[src/rtl/sram_like_pkg.sv]
// Shared definitions for the sram_like responder.
//   SZ_*          : size_i encodings (2'b11 behaves as a word access)
//   state_e       : responder FSM states
//   byte_mask     : byte write enables from size and addr[1:0]
//   is_misaligned : half on an odd byte, or word not on a word boundary
package sram_like_pkg;

  localparam logic [1:0] SZ_BYTE = 2'b00;
  localparam logic [1:0] SZ_HALF = 2'b01;
  localparam logic [1:0] SZ_WORD = 2'b10;

  typedef enum logic [1:0] {
    ST_IDLE,
    ST_WAIT,
    ST_ACCESS,
    ST_RESP
  } state_e;

  function automatic logic [3:0] byte_mask(input logic [1:0] size, input logic [1:0] a);
    case (size)
      SZ_BYTE: byte_mask = 4'b0001 << a;
      SZ_HALF: byte_mask = a[1] ? 4'b1100 : 4'b0011;
      default: byte_mask = 4'b1111;
    endcase
  endfunction

  function automatic logic is_misaligned(input logic [1:0] size, input logic [1:0] a);
    case (size)
      SZ_BYTE: is_misaligned = 1'b0;
      SZ_HALF: is_misaligned = a[0];
      default: is_misaligned = (a != 2'b00);
    endcase
  endfunction

endpackage

[src/rtl/d_sram_like_resp_if.sv]
// sram_like request/response bus.
//   master : requester side (drives req/wr/size/addr/wdata)
//   slave  : responder side (drives addr_ok/data_ok/rdata)
interface d_sram_like_resp_if;
  logic        req_i;
  logic        wr_i;
  logic [1:0]  size_i;
  logic [31:0] addr_i;
  logic [31:0] wdata_i;
  logic        addr_ok_o;
  logic        data_ok_o;
  logic [31:0] rdata_o;

  modport master (
    output req_i, wr_i, size_i, addr_i, wdata_i,
    input  addr_ok_o, data_ok_o, rdata_o
  );

  modport slave (
    input  req_i, wr_i, size_i, addr_i, wdata_i,
    output addr_ok_o, data_ok_o, rdata_o
  );
endinterface

[src/rtl/d_sram_like_resp_lfsr8.sv]
// 8-bit Fibonacci LFSR (x^8 + x^6 + x^5 + x^4 + 1), advances every cycle.
//   i_clk : clock
//   i_rst : asynchronous active-high reset, reloads SEED
//   o_rnd : two low-order bits of the current LFSR value
module lfsr8 #(
  parameter logic [7:0] SEED = 8'hA5
) (
  input  logic       i_clk,
  input  logic       i_rst,
  output logic [1:0] o_rnd
);
  logic [7:0] r_lfsr;
  logic       w_fb;

  assign w_fb  = r_lfsr[7] ^ r_lfsr[5] ^ r_lfsr[4] ^ r_lfsr[3];
  assign o_rnd = r_lfsr[1:0];

  always_ff @(posedge i_clk or posedge i_rst) begin
    if (i_rst) r_lfsr <= SEED;
    else       r_lfsr <= {r_lfsr[6:0], w_fb};
  end
endmodule

[src/rtl/d_sram_like_resp.sv]
// sram_like slave that fronts a synchronous SRAM, one transaction at a time.
//   clk_i, rst_i : clock, asynchronous active-high reset
//   bus          : sram_like request/response (slave modport)
//   misalign_o   : sticky, set when a misaligned request is accepted
//   mem_*        : backing SRAM port; read data arrives the cycle after mem_en_o
module d_sram_like_resp
  import sram_like_pkg::*;
#(
  parameter int unsigned ADDR_LAT = 0,
  parameter int unsigned DATA_LAT = 2,
  parameter int unsigned RAND_EN  = 0,
  parameter int unsigned MEM_AW   = 12
) (
  input  logic              clk_i,
  input  logic              rst_i,
  d_sram_like_resp_if.slave bus,
  output logic              misalign_o,
  output logic              mem_en_o,
  output logic [3:0]        mem_we_o,
  output logic [MEM_AW-1:0] mem_addr_o,
  output logic [31:0]       mem_wdata_o,
  input  logic [31:0]       mem_rdata_i
);
  localparam logic [3:0] ACNT_TGT  = 4'(ADDR_LAT);
  localparam logic [4:0] DCNT_BASE = 5'(DATA_LAT - 2);
  localparam logic       AOK_IDLE  = (ADDR_LAT == 0);

  state_e            r_state;
  logic [3:0]        r_acnt;
  logic [4:0]        r_dcnt;
  logic              r_wr;
  logic [1:0]        r_size;
  logic [1:0]        r_addr_lo;
  logic [MEM_AW-1:0] r_word;
  logic [31:0]       r_wdata;
  logic              r_addr_ok;
  logic              r_data_ok;
  logic              r_mem_en;
  logic [3:0]        r_mem_we;
  logic [31:0]       r_rdata;
  logic              r_misalign;

  logic [1:0]        w_rnd;
  logic              w_hs;
  logic [4:0]        w_dcnt_load;
  logic [3:0]        w_in_mask;
  logic [3:0]        w_lat_mask;

  lfsr8 #(.SEED(8'hA5)) u_lfsr (
    .i_clk (clk_i),
    .i_rst (rst_i),
    .o_rnd (w_rnd)
  );

  // r_addr_ok is only ever set while idle, so this is the accept condition
  assign w_hs        = bus.req_i & r_addr_ok;
  assign w_dcnt_load = DCNT_BASE + ((RAND_EN != 0) ? {3'b000, w_rnd} : 5'd0);
  assign w_in_mask   = byte_mask(bus.size_i, bus.addr_i[1:0]);
  assign w_lat_mask  = byte_mask(r_size, r_addr_lo);

  assign bus.addr_ok_o = r_addr_ok;
  assign bus.data_ok_o = r_data_ok;
  // Read data is forwarded straight from the SRAM during RESP; hold register otherwise
  assign bus.rdata_o   = (r_state == ST_RESP && !r_wr) ? mem_rdata_i : r_rdata;
  assign misalign_o    = r_misalign;
  assign mem_en_o      = r_mem_en;
  assign mem_we_o      = r_mem_we;
  assign mem_addr_o    = r_word;
  assign mem_wdata_o   = r_wdata;

  // Outputs are registered: each transition loads the value for the state entered.
  always_ff @(posedge clk_i or posedge rst_i) begin
    if (rst_i) begin
      r_state    <= ST_IDLE;
      r_acnt     <= '0;
      r_dcnt     <= '0;
      r_wr       <= 1'b0;
      r_size     <= '0;
      r_addr_lo  <= '0;
      r_word     <= '0;
      r_wdata    <= '0;
      r_addr_ok  <= AOK_IDLE;
      r_data_ok  <= 1'b0;
      r_mem_en   <= 1'b0;
      r_mem_we   <= '0;
      r_rdata    <= '0;
      r_misalign <= 1'b0;
    end else begin
      case (r_state)
        ST_IDLE: begin
          if (w_hs) begin
            r_wr      <= bus.wr_i;
            r_size    <= bus.size_i;
            r_addr_lo <= bus.addr_i[1:0];
            r_word    <= bus.addr_i[MEM_AW+1:2];
            r_wdata   <= bus.wdata_i;
            r_acnt    <= '0;
            r_addr_ok <= 1'b0;
            r_dcnt    <= w_dcnt_load;
            if (is_misaligned(bus.size_i, bus.addr_i[1:0])) r_misalign <= 1'b1;
            if (w_dcnt_load != '0) begin
              r_state <= ST_WAIT;
            end else begin
              r_state  <= ST_ACCESS;
              r_mem_en <= 1'b1;
              r_mem_we <= bus.wr_i ? w_in_mask : 4'b0000;
            end
          end else if (bus.req_i) begin
            r_acnt    <= r_acnt + 4'd1;
            r_addr_ok <= (r_acnt + 4'd1 == ACNT_TGT);
          end else begin
            r_acnt    <= '0;
            r_addr_ok <= AOK_IDLE;
          end
        end
        ST_WAIT: begin
          r_dcnt <= r_dcnt - 5'd1;
          if (r_dcnt == 5'd1) begin
            r_state  <= ST_ACCESS;
            r_mem_en <= 1'b1;
            r_mem_we <= r_wr ? w_lat_mask : 4'b0000;
          end
        end
        ST_ACCESS: begin
          r_mem_en  <= 1'b0;
          r_mem_we  <= '0;
          r_data_ok <= 1'b1;
          r_state   <= ST_RESP;
        end
        ST_RESP: begin
          r_data_ok <= 1'b0;
          if (!r_wr) r_rdata <= mem_rdata_i;
          r_addr_ok <= AOK_IDLE;
          r_state   <= ST_IDLE;
        end
        default: r_state <= ST_IDLE;
      endcase
    end
  end
endmodule

[src/flat_wrapper.sv]
// flat-port wrapper written by rule: the top's interface ports become plain ports
module d_sram_like_resp_flat import sram_like_pkg::*;
#(
  parameter int unsigned ADDR_LAT = 0,
  parameter int unsigned DATA_LAT = 2,
  parameter int unsigned RAND_EN  = 0,
  parameter int unsigned MEM_AW   = 12
)
  (clk_i, rst_i, misalign_o, mem_en_o, mem_we_o, mem_addr_o, mem_wdata_o, mem_rdata_i, bus_req_i, bus_wr_i, bus_size_i, bus_addr_i, bus_wdata_i, bus_addr_ok_o, bus_data_ok_o, bus_rdata_o);
  d_sram_like_resp_if bus_i ();
  input  logic clk_i;
  input  logic rst_i;
  output logic misalign_o;
  output logic mem_en_o;
  output logic [3:0] mem_we_o;
  output logic [MEM_AW-1:0] mem_addr_o;
  output logic [31:0] mem_wdata_o;
  input  logic [31:0] mem_rdata_i;
  input wire logic [$bits(bus_i.req_i)-1:0] bus_req_i;
  input wire logic [$bits(bus_i.wr_i)-1:0] bus_wr_i;
  input wire logic [$bits(bus_i.size_i)-1:0] bus_size_i;
  input wire logic [$bits(bus_i.addr_i)-1:0] bus_addr_i;
  input wire logic [$bits(bus_i.wdata_i)-1:0] bus_wdata_i;
  output wire logic [$bits(bus_i.addr_ok_o)-1:0] bus_addr_ok_o;
  output wire logic [$bits(bus_i.data_ok_o)-1:0] bus_data_ok_o;
  output wire logic [$bits(bus_i.rdata_o)-1:0] bus_rdata_o;
  assign bus_i.req_i = bus_req_i;
  assign bus_i.wr_i = bus_wr_i;
  assign bus_i.size_i = bus_size_i;
  assign bus_i.addr_i = bus_addr_i;
  assign bus_i.wdata_i = bus_wdata_i;
  assign bus_addr_ok_o = bus_i.addr_ok_o;
  assign bus_data_ok_o = bus_i.data_ok_o;
  assign bus_rdata_o = bus_i.rdata_o;
  d_sram_like_resp #(.ADDR_LAT(ADDR_LAT), .DATA_LAT(DATA_LAT), .RAND_EN(RAND_EN), .MEM_AW(MEM_AW)) u_core (.clk_i(clk_i), .rst_i(rst_i), .bus(bus_i), .misalign_o(misalign_o), .mem_en_o(mem_en_o), .mem_we_o(mem_we_o), .mem_addr_o(mem_addr_o), .mem_wdata_o(mem_wdata_o), .mem_rdata_i(mem_rdata_i));
endmodule
[config.mk]
export PLATFORM = sky130hd
export DESIGN_NAME = d_sram_like_resp_flat
export DESIGN_NICKNAME = d
export VERILOG_FILES = /design/src/rtl/sram_like_pkg.sv /design/src/rtl/d_sram_like_resp_if.sv /design/src/rtl/d_sram_like_resp_lfsr8.sv /design/src/rtl/d_sram_like_resp.sv /design/src/flat_wrapper.sv
export SDC_FILE = /design/constraint.sdc
export NUM_CORES = 1
export LEC_CHECK = 0
export ABC_AREA = 1
export BUFFER_PORTS_ARGS = -buffer_cell sky130_fd_sc_hd__buf_4
export CAP_MARGIN = 30
export CORE_UTILIZATION = 47
export CTS_CLUSTER_DIAMETER = 200
export DETAILED_ROUTE_END_ITERATION = 12
export PLACE_DENSITY = 0.84
export SLEW_MARGIN = 20
export SYNTH_ARGS = -nofsm -noshare
export SYNTH_HDL_FRONTEND = slang
export SYNTH_SLANG_ARGS = --single-unit
[constraint.sdc]
create_clock -name clk_i -period 4.45 [get_ports clk_i]
set_input_delay 0.89 -clock clk_i [delete_from_list [all_inputs] [get_ports clk_i]]
set_output_delay 0.89 -clock clk_i [all_outputs]
set_load 0.03 [all_outputs]
## Word-level counts from Yosys, hierarchy flattened

Index checks and enable logic that the tools add are counted.

- Logic and storage cells: 72
- Output and inout port bits: 84
- Register bits: 100

- Reductions and logical operators: 17
- Muxes and demuxes: 27
- Eq/ne operators: 8
- Bitwise operators: 2
- Add/sub/neg operators: 2
- Shift-type cells: 2

Operators with widths:

| cell | count |
|---|---|
| 32-bit 2-to-1 mux | 1 |
| 4-bit 2-to-1 mux | 8 |
| 4-bit case mux with 2 select lines | 2 |
| 4-bit case mux with 3 select lines | 1 |
| 5-bit case mux with 2 select lines | 1 |
| 2-bit case mux with 4 select lines | 1 |
| 2-bit AND reduction | 4 |
| 2-bit nonzero test | 4 |
| 1-bit by 2-bit << shifter with 4-bit output, first input constant | 2 |
| 2-bit by 1-bit == test with 1-bit output, second input constant | 3 |
| 2-bit zero test | 3 |
| 1-bit 2-to-1 mux | 6 |
| 1-bit case mux with 2 select lines | 3 |
| 3-bit AND reduction | 2 |
| 5-bit by 1-bit == test with 1-bit output, second input constant | 1 |
| 5-bit 2-to-1 mux | 1 |
| 5-bit by 1-bit subtractor with 5-bit output, second input constant | 1 |
| 4-bit by 1-bit adder with 4-bit output, second input constant | 1 |
| 2-bit == test, second input constant | 2 |
| 4-bit zero test | 1 |
| 2-bit 2-to-1 mux | 2 |
| 2-bit by 1-bit inequality test with 1-bit output, second input constant | 2 |
| 1-bit case mux with 3 select lines | 1 |
| 3-bit nonzero test | 1 |
| 4 further kinds | 4 |

## Longest topological paths before layout

- Depth in word-level cells: 5
- Depth in mapped cells: 10
- Mapped depth without buffers: 10

## Least setup slack after synthesis

No wires, ideal clock.

- Path type: register to output
- Start: register u_core.r_state[0]
- End: output port bus_rdata_o[0]
- Path slack: 1955 ps
- Stages on the path, launching flop included: 7
- Arrival time: 1605 ps
- Cells stage by stage: dfrtp_1 > ha_1 > inv_1 > or2_1 > buf_4 > buf_6 > o21ai_1

- Longest elaborated chain between the ends: 3

Ends and longest elaborated chain:

| what | line | RTL |
|---|---|---|
| start, declared | d_sram_like_resp.sv:28 | `state_e r_state;` |
| start signal, assigned | d_sram_like_resp.sv:74 | `r_state <= ST_IDLE;` |
| start signal, assigned | d_sram_like_resp.sv:102 | `r_state <= ST_WAIT;` |
| start signal, assigned | d_sram_like_resp.sv:104 | `r_state <= ST_ACCESS;` |
| 2-bit == test | d_sram_like_resp.sv:64 | `assign bus.rdata_o = (r_state == ST_RESP && !r_wr) ? mem_rdata_i : r_rdata;` |
| 1-bit logical AND | d_sram_like_resp.sv:64 |  |
| 32-bit 2-to-1 mux | d_sram_like_resp.sv:64 |  |
| end, declared | flat_wrapper.sv:26 | `output wire logic [$bits(bus_i.rdata_o)-1:0] bus_rdata_o;` |

Every way passes these cells.

## Worst setup path after layout

- Start: register u_core.r_state[0]
- End: output port bus_rdata_o[10]

Same word-level chain as after synthesis.

==> results.txt <==
* Final HPWL DP: 6.75 mm
- Type of the worst setup path: register to output port
- sky130_fd_sc_hd__nand2_1 is the most common cell in the netlist.
- Initial antenna violation count: 0
* Combined flip-flop and latch cell area: 0.00250 sq mm
- The number of gates resized after CTS was 0.
* Yosys top cell by area: sky130_fd_sc_hd__dfrtp_1
* Cell area after placement: 0.00550 sq mm
- Ports placed on the boundary: 186
- In this run the deepest clock path goes through 2 buffers.
* Netlist area before placement: 0.00421 sq mm
* Setup crit start: u_core.r_state[0]$_DFFE_PP0P_
* Ratio of final minimum period to clock period: 69.0%
- In the routed design, unresolved DRC markers number 0.
* Number of nets with antenna violations after routing: 0
- At the worst endpoint, the required time is 3560 ps.
- Leading cell types by count after synthesis: 218 x sky130_fd_sc_hd__nand2_1, 99 x sky130_fd_sc_hd__dfrtp_1, 50 x sky130_fd_sc_hd__inv_1, 32 x sky130_fd_sc_hd__o21ai_1, 17 x sky130_fd_sc_hd__o21ai_0
* Global-route wire length before repair: 16.0 mm
- The number of nets in the synthesized netlist is 600.
- Buffers added on ports: 167
- Area of combinational cells with multiple inputs: 0.00140 sq mm
- Summing all non-filler instances in the final layout gives an area of 0.00575 sq mm.
- The die covers 0.00935 sq mm.
* Final worst path period need: 3070 ps
- IR analysis of the VDD net gives a maximum drop of 0.377 mV.
- Based on the critical path, the design can be clocked at up to 326 MHz.
- Synth unique cells: 24
- DR WL/cell: 12.3 um
- The worst hold path belongs to the class input pin to asynchronous set/reset pin.
- Worst hold slack: 431 ps
* Number of inserted filler cells in the final layout: 695
* DIE HEIGHT: 96.7 um
- The number of antenna diodes in the final layout is 0.
- Number of CTS-inserted buffers: 9
* Placed cells: 749
- Relative to the synthesized area, the layout overhead comes to 36.4%.
* Overall Power: 4.61 mW
* Filler-free cell count of the finished design: 766
- After clock tree synthesis, the flow added hold-fix buffers numbering 0.
- Number of design-rule violations left by the first detailed-router iteration: 157
* Count of endpoints failing setup in the final report: 0
- Net count, final: 764
- The number of global-route vias before repair came to 3681.
* Reg2Reg Launch Point: u_core.r_state[0]$_DFFE_PP0P_
- For the pin with the worst max-slew slack, the measured transition is 734 ps.
- Power density over the cells: 802 mW/mm^2
- Clock latency on the worst-skew pair: 360 ps
* Proportion of register bits with asynchronous set or reset after synthesis: 100%
- CTS clk-pin slew, worst paths: 100 ps
- All-Layer GR Usage: 21.0%
- Pins Over Slew Limit: 0
- Number of maximum-capacitance constraint violations: 0
* Placer congestion estimate: 0.823
- Post-CTS Setup Repair Bufs: 0
- Of the synthesized area, sequential elements account for 59.4%.
* Most area-consuming cells after synthesis: sky130_fd_sc_hd__dfrtp_1 59%, sky130_fd_sc_hd__nand2_1 19%, sky130_fd_sc_hd__inv_1 4.5%, sky130_fd_sc_hd__o21ai_1 3.8%, sky130_fd_sc_hd__ha_1 2.4%
- After synthesis the netlist holds a flip-flop and latch count of 100.
* Synth Warn #: 0
* Arrival time reported for the critical path endpoint: 2180 ps
- The run finished with clean final reports.
- The tree built by TritonCTS fans out to 100 sinks.
* Std cell rows: 34
- Total length of routed wires: 9.41 mm
* Vias after detailed routing: 3637
* Core Region: 0.00868 sq mm
- For this run, the leading register cell type out of synthesis is sky130_fd_sc_hd__dfrtp_1.
* Static leakage: 3.23 nW
* Final cell utilization of the core: 66.2%
* Setup Slack @ Placement: 1500 ps
- Setup total negative slack on the finished layout was measured at 0 ps.
* Total congestion overflow: 0
* Final setup slack of the worst path: 1380 ps
* Detailed-route vias per instance: 4.75
- The clock arrives with 14.0 ps of skew.
- In this run the worst path has a maximum fanout of 50.
- Fraction of synthesized cell area taken by the top area cell type: 58.8%
- The worst setup path is captured at an output port.
- Setup repair after global routing left no endpoint under its margin.
* EDFF count, synth: 0
- Of the cells placed in the final design, the portion with a size suffix greater than 1 is 29.2%.
- The count of endpoints failing hold in the final timing report came to 0.
- Entering global routing, the biggest net connects 73 pins.
- STA classifies the critical path startpoint as a register.
- Synthesis produced 490 cells.
- Mean instance size in the synthesized netlist: 8.60 sq um
* Effective utilization at floorplan: 48.5%
- Count of TritonRoute iterations in the first routing pass: 4
- CTS tree: done
- The clock tree synthesis step divided the H-tree into 3 levels.
- Clock tree synthesis selected as its root buffer the cell sky130_fd_sc_hd__clkbuf_8.
- Horizontal die dimension: 96.7 um
* Slew margin rel.: 51.0%
## routing by layer
layer,part of all wire (%),GRT usage [%],vias to the layer above
met2,48,35.4,138
met1,42,25.0,1648
met5,0,0,-
li1,-,-,1833
met4,2.5,10.8,0
met3,7.6,5.35,18
## path summary, 6_finish.rpt
| kind | endpoint | slack (ps) | cells after the start |
|---|---|---|---|
| worst max-delay path | bus_rdata_o[10] | 1380 | 6 |
| worst min-delay path | u_core.mem_wdata_o[20]$_DFFE_PP0P_ | 430 | 2 |
| worst max register to register | u_core.mem_addr_o[11]$_DFFE_PP0P_ | 2220 | 7 |
| worst min register to register | u_core.mem_we_o[3]$_DFFE_PP0P_ | 480 | 2 |
| max in group asynchronous | u_core.bus.addr_ok_o$_DFFE_PP1P_ | 3030 | 4 |
| min in group clk_i | u_core.mem_we_o[3]$_DFFE_PP0P_ | 480 | 2 |
## registers in the layout (all words and copies together), names as in the netlist, 2 cells and up
signal and count:
u_core.mem_wdata_o 32, u_core.r_rdata 32, u_core.mem_addr_o 12, u_core.r_dcnt 5, u_core.mem_we_o 4, u_core.r_acnt 4, u_core.r_addr_lo 2, u_core.r_size 2
u_core.r_state 2
## area by class of cell
cell class	count	area share (%)
clock buffer	10	2.39
clock inverter	5	1.09
inverter	51	3.37
multi-input combinational	321	24.3
sequential	100	43.6
tap	108	2.35
timing repair buffer	171	22.9
## report_power, final
| part | internal (mW) | leakage [nW] | switching, mW |
|---|---|---|---|
| Sequential | 1.32 | 1.25 | 0.216 |
| Clock | 0.274 | 0.0946 | 0.304 |
| Combinational | 0.872 | 1.88 | 1.62 |
| Total | 2.47 | 3.23 | 2.14 |
## logic make-up (layout without fill, tap and decap cells)
logic type / count (synthesis) / after routing / synth area share, %
buf+inv: 69 / 237 / 7.48
xor+xnor: 1 / 1 / 0.208
simple gates: 257 / 257 / 23.8
fa+ha+maj: 8 / 8 / 2.38
flops: 100 / 100 / 59.4
compound gates: 55 / 55 / 6.65
## critical path, cell delays in order (launching register included)
cell and delay (ps):
sky130_fd_sc_hd__dfrtp_1 430, sky130_fd_sc_hd__ha_1 220, sky130_fd_sc_hd__inv_1 80, sky130_fd_sc_hd__or2_2 410, sky130_fd_sc_hd__buf_12 230, sky130_fd_sc_hd__o21ai_1 230
sky130_fd_sc_hd__buf_4 210
## cell usage in the layout, fill, tap and decap left out, types with 8 or more instances in the layout
cell type                  synthesis  final
sky130_fd_sc_hd__nand2_1         218    218
sky130_fd_sc_hd__buf_4             1    169
sky130_fd_sc_hd__dfrtp_1          99     99
sky130_fd_sc_hd__inv_1            50     49
sky130_fd_sc_hd__o21ai_1          32     32
sky130_fd_sc_hd__o21ai_0          17     17
sky130_fd_sc_hd__nor2_1           15     15
sky130_fd_sc_hd__nand3_1          15     14
sky130_fd_sc_hd__clkbuf_8          0     10
sky130_fd_sc_hd__ha_1              8      8
Power figures use the tool's default switching activity.
